**config.mk**
```make
export PLATFORM = sky130hd
export DESIGN_NAME = pll_mode_sequencer
export DESIGN_NICKNAME = d
export VERILOG_FILES = /design/src/rtl/pll_seq_pkg.sv /design/src/rtl/pll_seq_sync.sv /design/src/rtl/pll_mode_sequencer.sv
export SDC_FILE = /design/constraint.sdc
export NUM_CORES = 1
export LEC_CHECK = 0
export BUFFER_PORTS_ARGS = -buffer_cell sky130_fd_sc_hd__buf_4
export CAP_MARGIN = 20
export CORE_MARGIN = 2
export CORE_UTILIZATION = 35
export CTS_BUF_LIST = sky130_fd_sc_hd__clkbuf_2
export CTS_CLUSTER_DIAMETER = 100
export DETAILED_ROUTE_END_ITERATION = 8
export PLACE_DENSITY = 0.58
export SYNTH_ARGS = -nofsm -noshare
export SYNTH_HDL_FRONTEND = slang
export SYNTH_SLANG_ARGS = --single-unit
export TNS_END_PERCENT = 1
```
**constraint.sdc**
```tcl
create_clock -name clk_i -period 3 [get_ports clk_i]
set_clock_uncertainty 0.05 [all_clocks]
set_input_delay 0.3 -clock clk_i [delete_from_list [all_inputs] [get_ports clk_i]]
set_output_delay 0.3 -clock clk_i [all_outputs]
set_load 0.02 [all_outputs]
```
**src/rtl/pll_seq_pkg.sv**
```systemverilog
// rtl/pll_seq_pkg.sv - state encoding, counter widths and helpers for the PLL mode sequencer
`ifndef MODE_SIZE
`define MODE_SIZE 4
`endif

package pll_seq_pkg;

  typedef enum logic [2:0] {
    ST_SETTLE  = 3'd0,
    ST_START   = 3'd1,
    ST_BUSY    = 3'd2,
    ST_LOCK    = 3'd3,
    ST_RUN     = 3'd4,
    ST_RECOVER = 3'd5,
    ST_FAIL    = 3'd6
  } pll_state_e;

  // Wide enough for the longest wait, the lock timeout of 262143 cycles.
  localparam int TIMER_W = 18;
  localparam int RETRY_W = 2;

  function automatic logic [TIMER_W-1:0] sat_inc(input logic [TIMER_W-1:0] v);
    return (&v) ? v : v + TIMER_W'(1);
  endfunction

endpackage

```
**src/rtl/pll_seq_sync.sv**
```systemverilog
// rtl/pll_seq_sync.sv - two-flop synchronizer for asynchronous status bits
module pll_seq_sync #(
  parameter int WIDTH = 1
) (
  input  logic             clk_i,
  input  logic             rst_i,
  input  logic [WIDTH-1:0] async_i,
  output logic [WIDTH-1:0] sync_o
);

  logic [WIDTH-1:0] meta_q;
  logic [WIDTH-1:0] sync_q;

  always_ff @(posedge clk_i or posedge rst_i) begin
    if (rst_i) begin
      meta_q <= '0;
      sync_q <= '0;
    end else begin
      meta_q <= async_i;
      sync_q <= meta_q;
    end
  end

  assign sync_o = sync_q;

endmodule

```
**src/rtl/pll_mode_sequencer.sv**
```systemverilog
// rtl/pll_mode_sequencer.sv - debounces the video mode and sequences PLL reconfig, lock and retry
module pll_mode_sequencer
  import pll_seq_pkg::*;
#(
  parameter int MODE_W        = `MODE_SIZE,
  parameter int SETTLE_CYCLES = 1024,
  parameter int BUSY_TIMEOUT  = 65535,
  parameter int LOCK_TIMEOUT  = 262143,
  parameter int LOCK_STABLE   = 256,
  parameter int ARESET_CYCLES = 16,
  parameter int MAX_RETRIES   = 3
) (
  input  logic               clk_i,
  input  logic               rst_i,
  input  logic [MODE_W-1:0]  mode_in_i,
  input  logic               reconf_busy_i,
  input  logic               pll_locked_i,
  output logic [MODE_W-1:0]  mode_out_o,
  output logic               reconfig_o,
  output logic               pll_areset_req_o,
  output logic               clock_stable_o,
  output logic               fail_o,
  output logic               lock_lost_o,
  output logic [RETRY_W-1:0] retry_cnt_o,
  output logic [2:0]         state_dbg_o
);

  localparam logic [TIMER_W-1:0] SETTLE_LAST = TIMER_W'(SETTLE_CYCLES - 1);
  localparam logic [TIMER_W-1:0] BUSY_LAST   = TIMER_W'(BUSY_TIMEOUT - 1);
  localparam logic [TIMER_W-1:0] LOCK_LAST   = TIMER_W'(LOCK_TIMEOUT - 1);
  localparam logic [TIMER_W-1:0] STABLE_LAST = TIMER_W'(LOCK_STABLE - 1);
  localparam logic [TIMER_W-1:0] ARESET_LAST = TIMER_W'(ARESET_CYCLES - 1);
  localparam logic [RETRY_W-1:0] RETRY_MAX   = RETRY_W'(MAX_RETRIES);

  pll_state_e         state_q, state_d;
  logic [TIMER_W-1:0] timer_q, timer_d;
  logic [TIMER_W-1:0] stable_q, stable_d;
  logic [MODE_W-1:0]  candidate_q, candidate_d;
  logic               cand_valid_q, cand_valid_d;
  logic [MODE_W-1:0]  mode_out_q, mode_out_d;
  logic               seen_busy_q, seen_busy_d;
  logic [RETRY_W-1:0] retry_q, retry_d;
  logic               reconfig_q, reconfig_d;
  logic               areset_q, areset_d;
  logic               clock_stable_q, clock_stable_d;
  logic               fail_q, fail_d;
  logic               lock_lost_q, lock_lost_d;
  logic               timer_clr;
  logic               lock_sync;

  pll_seq_sync #(.WIDTH(1)) u_lock_sync (
    .clk_i   (clk_i),
    .rst_i   (rst_i),
    .async_i (pll_locked_i),
    .sync_o  (lock_sync)
  );

  always_comb begin
    state_d      = state_q;
    candidate_d  = candidate_q;
    cand_valid_d = cand_valid_q;
    mode_out_d   = mode_out_q;
    seen_busy_d  = seen_busy_q;
    retry_d      = retry_q;
    stable_d     = '0;
    lock_lost_d  = 1'b0;
    timer_clr    = 1'b0;

    unique case (state_q)
      // The candidate is captured on the first clock after reset, then on every change.
      ST_SETTLE: begin
        if (!cand_valid_q || (mode_in_i != candidate_q)) begin
          candidate_d  = mode_in_i;
          cand_valid_d = 1'b1;
          timer_clr    = 1'b1;
        end else if (timer_q == SETTLE_LAST) begin
          mode_out_d = candidate_q;
          state_d    = ST_START;
        end
      end
      ST_START: begin
        seen_busy_d = 1'b0;
        state_d     = ST_BUSY;
      end
      ST_BUSY: begin
        if (reconf_busy_i) seen_busy_d = 1'b1;
        if (seen_busy_q && !reconf_busy_i) state_d = ST_LOCK;
        else if (timer_q == BUSY_LAST)     state_d = ST_RECOVER;
      end
      ST_LOCK: begin
        if (lock_sync) stable_d = sat_inc(stable_q);
        if (lock_sync && (stable_q == STABLE_LAST)) begin
          state_d = ST_RUN;
          retry_d = '0;
        end else if (timer_q == LOCK_LAST) begin
          state_d = ST_RECOVER;
        end
      end
      ST_RUN: begin
        lock_lost_d = !lock_sync;
        if (mode_in_i != mode_out_q) begin
          state_d      = ST_SETTLE;
          candidate_d  = mode_in_i;
          cand_valid_d = 1'b1;
        end else if (!lock_sync) begin
          state_d = ST_LOCK;
        end
      end
      ST_RECOVER: begin
        if ((timer_q == '0) && (retry_q == RETRY_MAX)) begin
          state_d = ST_FAIL;
        end else begin
          if (timer_q == '0)         retry_d = retry_q + RETRY_W'(1);
          if (timer_q == ARESET_LAST) state_d = ST_START;
        end
      end
      ST_FAIL: begin
        if (mode_in_i != mode_out_q) begin
          state_d      = ST_SETTLE;
          retry_d      = '0;
          candidate_d  = mode_in_i;
          cand_valid_d = 1'b1;
        end
      end
      default: state_d = ST_SETTLE;
    endcase

    timer_d = (timer_clr || (state_d != state_q)) ? '0 : sat_inc(timer_q);

    // Outputs are registered from the next state so they align with the state they describe.
    reconfig_d     = (state_d == ST_START);
    areset_d       = (state_d == ST_RECOVER) &&
                     !((state_q != ST_RECOVER) && (retry_q == RETRY_MAX));
    clock_stable_d = (state_d == ST_RUN);
    fail_d         = (state_d == ST_FAIL);
  end

  always_ff @(posedge clk_i or posedge rst_i) begin
    if (rst_i) begin
      state_q        <= ST_SETTLE;
      timer_q        <= '0;
      stable_q       <= '0;
      candidate_q    <= '0;
      cand_valid_q   <= 1'b0;
      mode_out_q     <= '0;
      seen_busy_q    <= 1'b0;
      retry_q        <= '0;
      reconfig_q     <= 1'b0;
      areset_q       <= 1'b0;
      clock_stable_q <= 1'b0;
      fail_q         <= 1'b0;
      lock_lost_q    <= 1'b0;
    end else begin
      state_q        <= state_d;
      timer_q        <= timer_d;
      stable_q       <= stable_d;
      candidate_q    <= candidate_d;
      cand_valid_q   <= cand_valid_d;
      mode_out_q     <= mode_out_d;
      seen_busy_q    <= seen_busy_d;
      retry_q        <= retry_d;
      reconfig_q     <= reconfig_d;
      areset_q       <= areset_d;
      clock_stable_q <= clock_stable_d;
      fail_q         <= fail_d;
      lock_lost_q    <= lock_lost_d;
    end
  end

  assign mode_out_o       = mode_out_q;
  assign reconfig_o       = reconfig_q;
  assign pll_areset_req_o = areset_q;
  assign clock_stable_o   = clock_stable_q;
  assign fail_o           = fail_q;
  assign lock_lost_o      = lock_lost_q;
  assign retry_cnt_o      = retry_q;
  assign state_dbg_o      = state_q;

endmodule
```
After elaboration in Yosys (flattened, before gate mapping)
Index checks and enable logic that the tools add are counted.
Word-level totals
  input port bits: 8
  flip-flop bits (word level): 58
  output and inout port bits: 14
  logic and storage cells: 104
Operators by class
  add/subtract/negate cells: 3
  equal/unequal tests: 29
  mux-type cells: 33
  bitwise gates (word level): 1
  reduce and logical (&&, ||, !) cells: 23
Operators with widths (number)
  two-way mux 18 bit: 5
  adder 18 x 1 -> 18 bit (second input constant): 2
  AND reduction 18 bit: 2
  two-way mux 3 bit: 11
  one-hot mux 3 bit (7 select lines): 1
  equality test 18 x 10 -> 1 bit (second input constant): 1
  equality test 18 x 16 -> 1 bit (second input constant): 1
  equality test 18 bit (second input constant): 1
  equality test 18 x 4 -> 1 bit (second input constant): 1
  equality test 18 x 8 -> 1 bit (second input constant): 1
  equality test 3 bit (second input constant): 6
  logical NOT 18 bit: 1
  != test 2 bit (second input constant): 7
  two-way mux 2 bit: 4
  two-way mux 4 bit: 2
  != test 4 bit: 2
  one-hot mux 4 bit (2 select lines): 1
  equality test 3 x 1 -> 1 bit (second input constant): 2
  equality test 3 x 2 -> 1 bit (second input constant): 2
  two-way mux 1 bit: 6
  != test 3 bit (second input constant): 2
  one-hot mux 2 bit (3 select lines): 1
  AND reduction 3 bit: 2
  logical AND 1 bit: 5
  14 further kinds: 20

Depth between registers and ports, before layout
  word-level depth: 7
  mapped depth: 9
  mapped depth without buffers: 9

Hierarchy
A second synthesis with hierarchy kept.
Second synthesis, totals
  cells, all modules: 332
  area, all modules: 3191.8 um^2
By module, submodules not included
  pll_mode_sequencer: cells an instance 329, times used 1, area each 3138.0 um^2, seq. area each 1401.3 um^2
  pll_seq_sync: cells an instance 3, times used 1, area each 53.8 um^2, seq. area each 50.0 um^2

Worst setup path before layout
No wires, ideal clock.
  kind: reg-to-reg
  from: register mode_out_q[1], in the netlist mode_out_o[1]
  to: register timer_q[0]
  path slack: 0.770 ns
  required time: 2.831 ns
  cell stages (with the launch flop): 8
  data arrival time: 2.061 ns
  setup time: 0.119 ns
  period minus slack after synthesis: 2.230 ns
  path buffers: 1
  cell sequence: dfrtp_1 xor2_1 or4_4 nor3_1 nor3_2 o221ai_4 buf_6 nor2_1
On the way
  cells in the longest elaborated chain, start to end: 6
  elaborated cells between the ends (all ways): 8
  those cells by class: eq/ne (3); mux (4); reduce/logical (1)
Ends and longest elaborated chain
  start: declaration: RTL line pll_mode_sequencer.sv:40  | logic [MODE_W-1:0] mode_out_q, mode_out_d;
  start signal: assignment: RTL line pll_mode_sequencer.sv:159  | mode_out_q <= mode_out_d;
  != test 4 bit (*): RTL line pll_mode_sequencer.sv:101, pll_mode_sequencer.sv:118
  two-way mux 3 bit, on equally long branches: RTL line pll_mode_sequencer.sv:118, pll_mode_sequencer.sv:101
  one-hot mux 3 bit (7 select lines) (*): RTL line pll_mode_sequencer.sv:69  | unique case (state_q)
  != test 3 bit (*): RTL line pll_mode_sequencer.sv:128  | timer_d = (timer_clr || (state_d != state_q)) ? '0 : sat_inc(timer_q);
  logical OR 1 bit (*): RTL line pll_mode_sequencer.sv:128
  != test 2 bit (no source line) or two-way mux 18 bit (tied branches)
  end signal: assignment: RTL line pll_mode_sequencer.sv:155  | timer_q <= timer_d;
  end: declaration: RTL line pll_mode_sequencer.sv:36  | logic [TIMER_W-1:0] timer_q, timer_d;
Mark *: on every way between the ends. The rest lies on a longest branch, timed or not.
A chain may end at the register's enable or synchronous reset.

Final worst setup path
  from: register timer_q[13]
  to: register clock_stable_q, in the netlist clock_stable_o
On the way
  cells in the longest elaborated chain, start to end: 5
  elaborated cells between the ends (all ways): 16
  those cells by class: eq/ne (5); mux (9); reduce/logical (2)
Ends and longest elaborated chain
  equality test 18 x 4 -> 1 bit, or another cell as far along: RTL line pll_mode_sequencer.sv:114  | if (timer_q == ARESET_LAST) state_d = ST_START;
  two-way mux 3 bit, or another cell as far along: RTL line pll_mode_sequencer.sv:114
  two-way mux 3 bit, on equally long branches
  one-hot mux 3 bit (7 select lines) (*): RTL line pll_mode_sequencer.sv:69
  equality test 3 bit (*): RTL line pll_mode_sequencer.sv:134  | clock_stable_d = (state_d == ST_RUN);
  named net clock_stable_d: RTL line pll_mode_sequencer.sv:45  | logic clock_stable_q, clock_stable_d;
  end signal: assignment: RTL line pll_mode_sequencer.sv:164  | clock_stable_q <= clock_stable_d;
  end: declaration: RTL line pll_mode_sequencer.sv:45
The timed path passes the listed nets; every way through them passes the cells marked *.

==> flow_summary_export.csv <==
group,metric,value,unit
status,status,"finished, final reports clean",
route,totalWireLength,6960,um
yosys,synth_area,0.00321,mm2
finish,area_delta_synth_final,14.3,%
clock_network,cts.clk_slew.worst_paths,180,ps
setup_path,required,3350,ps
global_routing,grt_pass1_wl,11900,um
setup_path,crit_path_max_fanout,4,
floorplan,rows,34,
run,maxCapViolations,0,
timing,timing.fmax,399,MHz
setup_path,ff2ff_setup_slack,490,ps
timing,relSlewSlack,55.2,%
clock_network,clk_path_buf_depth,2,
setup_path,crit_start,"timer_q[13]",
finish,finalInstanceArea,0.00367,mm2
timing,worst_slack,494,ps
min_path,hold_depth,3,
placement,place_hpwl,4910,um
yosys,synthFlopType,"dfrtp_1",
global_routing,grt.total_usage,15.1,%
yosys,ys_types,53,
setup_path,critPathKind,"register to register",
setup_path,r2r_end,"clock_stable_o",
yosys,synth-edff-count,0,
placement,dp.cells,458,
clock_network,ctsResizeCount,0,
yosys,yosys-top-cells-area,"dfrtp_1 45%, nor2_1 6.7%, xnor2_1 5.2%",
floorplan,dieArea,0.00995,mm2
setup_path,crit_path_end_kind,"register",
timing,hold_viol,0,
route,vias,2498,
timing,tightest_slew,668,ps
yosys,synth_area_leader_cell,"dfrtp_1",
setup_path,cp_slowest_cell,"nor4_2",
finish,final.fill_count,847,
clock_network,clk_latency,490,ps
clock_network,cts_buffers,9,
global_routing,grt_max_degree,28,
setup_path,worstSetupStartpointType,"register",
timing,fin_crit,2510,ps
route,wl_per_cell,14.5,um
yosys,synth_commonest_cells,"58 x dfrtp_1, 57 x nor2_1, 27 x nand2_1",
finish,final_core_util,41.6,%
route,ant_nets,0,
clock_network,cts_root_buf,"clkbuf_2",
setup_path,crit_end,"clock_stable_o",
clock_network,htreeDepth,3,
timing,drv_slew,0,
clock_network,clock_sinks,58,
yosys,syn-num-nets,343,
placement,place_ws,545,ps
global_routing,grt_pass1_vias,2442,
yosys,ys_async_sr_fraction,100,%
route,drt_iter0_markers,238,
setup_path,reg2reg_depth,6,
global_routing,gr-total-overflow,0,
floorplan,io_pins,22,
power_and_ir_drop,leakagePower,1.53,nW
timing,rsz0062_at_grt,"false",
yosys,postSynthAreaPerCell,9.72,um2
setup_path,cp_data_arrival_time,2860,ps
placement,port_buffers,21,
route,first_pass_iters,4,
floorplan,die_w,99.7,um
route,via_per_inst,5.20,
finish,nets,380,
yosys,yosysSeqAreaShare,45.2,%
floorplan,die_height,99.7,um
yosys,synth_most_common_cell,"dfrtp_1",
placement,placed_area,0.00349,mm2
power_and_ir_drop,power_density,557,mW/mm2
global_routing,antenna_found_initial,0,
min_path,hold_path.class,"primary input to register",
yosys,yosys_warnings,0,
setup_path,max_stage_delay,520,ps
power_and_ir_drop,ir_drop,0.000382,V
setup_path,crit_path_frequent_cell,"nor4_1",
finish,n_antenna_cell,0,
yosys,synth_top_area_share,45.2,%
timing,setup_viol,0,
setup_path,cp_cell_sequence,"nor4_1 > nand2_1 > nor4_1 > o21ai_0 > nor4_2 > nor3b_1",
route,drcViolationCount,0,
timing,fin_crit_sh,83.5,%
yosys,synth-seq-cells,58,
yosys,postSynthCellCount,330,
placement,gp_congestion,0.791,
clock_network,cts_tree,"done",
floorplan,core_region_area,0.00881,mm2
setup_path,r2r_start,"timer_q[13]",
timing,finalSetupTns,0,ps
finish,drive_gt1_share,18.3,%
finish,final-instance-count-excl-fill,480,
floorplan,initial_utilization,36.4,%
power breakdown:
| part | total (mW) | leakage (nW) | internal, mW | switching [mW] |
|---|---|---|---|---|
| logic | 0.594 | 0.682 | 0.237 | 0.357 |
| clock network | 0.516 | 0.0681 | 0.197 | 0.320 |
| registers | 0.932 | 0.781 | 0.852 | 0.0802 |
worst max-delay path: cells and delay by family, from the launching register on:
kind | cells | cell delay [ps]
and+or+nand+nor | 5 | 1700
DFF | 1 | 460
AOI/OAI and AO/OA | 1 | 220
timing repair:
item,in CTS,in global routing
buffers inserted,0,0
hold buffers,6,0
hold endpoints to repair,17,0
state kept, by name, summed over array words and instances (netlist names):
name	count
u_lock_sync.meta_q	1
u_lock_sync.sync_o	1
stable_q	18
candidate_q	4
lock_lost_o	1
cand_valid_q	1
seen_busy_q	1
reconfig_o	1
mode_out_o	4
pll_areset_req_o	1
retry_cnt_o	2
timer_q	18
state_dbg_o	3
clock_stable_o	1
fail_o	1
cells in the final DEF, fill, tap and decap left out, types with 3 or more instances in the layout:
cell,synthesis,routed
nand2b_1,3,3
inv_1,10,9
clkbuf_2,0,10
nand3_1,17,17
mux2i_1,4,4
dfrtp_1,58,58
and4_1,4,4
xor2_1,16,16
buf_4,1,25
a211oi_1,3,3
or3_1,3,3
dlygate4sd3_1,0,6
xnor2_1,19,19
nor4_1,8,8
nor2_1,57,57
mux2_2,10,10
nor3b_1,5,5
nor3_1,18,18
ha_1,5,5
a21oi_1,6,6
and3_1,3,3
o21ai_0,5,5
nand2_1,27,27
and2_1,3,3
nand4_1,8,8
cells by family (layout without fill, tap and decap cells):
logic type	after synthesis	in the layout	share of synthesized area, %
muxes	14	14	4.76
adders and majority gates	5	5	1.95
DFF	58	58	45.2
xor gates and xnor gates	35	35	9.56
and+or+nand+nor	176	176	29.6
AOI/OAI and AO/OA	27	27	6.44
buffers and inverters	15	57	2.46
per-layer routing:
metal  GRT usage, %  up-vias  share of wire [%]
li1               -     1245                  -
met1           21.1     1221                 50
met2           23.5       23                 47
met3           2.32        9                2.0
met4           6.32        0                1.4
met5              0        -                  0
layout make-up:
class                   count  area [um2]  area share (%)
clock buffers              10        50.0            1.36
clock inverters             6        67.6            1.84
inverters                  10        37.5            1.02
multi-input cells         257        1680            45.8
flip-flops and latches     58        1450            39.6
well taps                 108         135            3.68
repair buffers             31         248            6.76
worst min path at each step:
stage | startpoint | endpoint | slack, ps
after global placement | rst_i | stable_q[6] | 220
after global routing | reconf_busy_i | seen_busy_q | 30
after floorplan | u_lock_sync.meta_q | u_lock_sync.sync_o | 280
after CTS | reconf_busy_i | seen_busy_q | 20
after detailed placement | rst_i | stable_q[6] | 220
final | reconf_busy_i | seen_busy_q | 50
per-stage QoR:
stage	hold slack, ps	power, mW
floorplan	281	1.39
global placement	221	1.52
detailed placement	223	1.54
CTS	15.4	2.06
global route	31.1	2.16
finish	52.0	2.04
No activity file was read; power rests on OpenSTA's default activity.
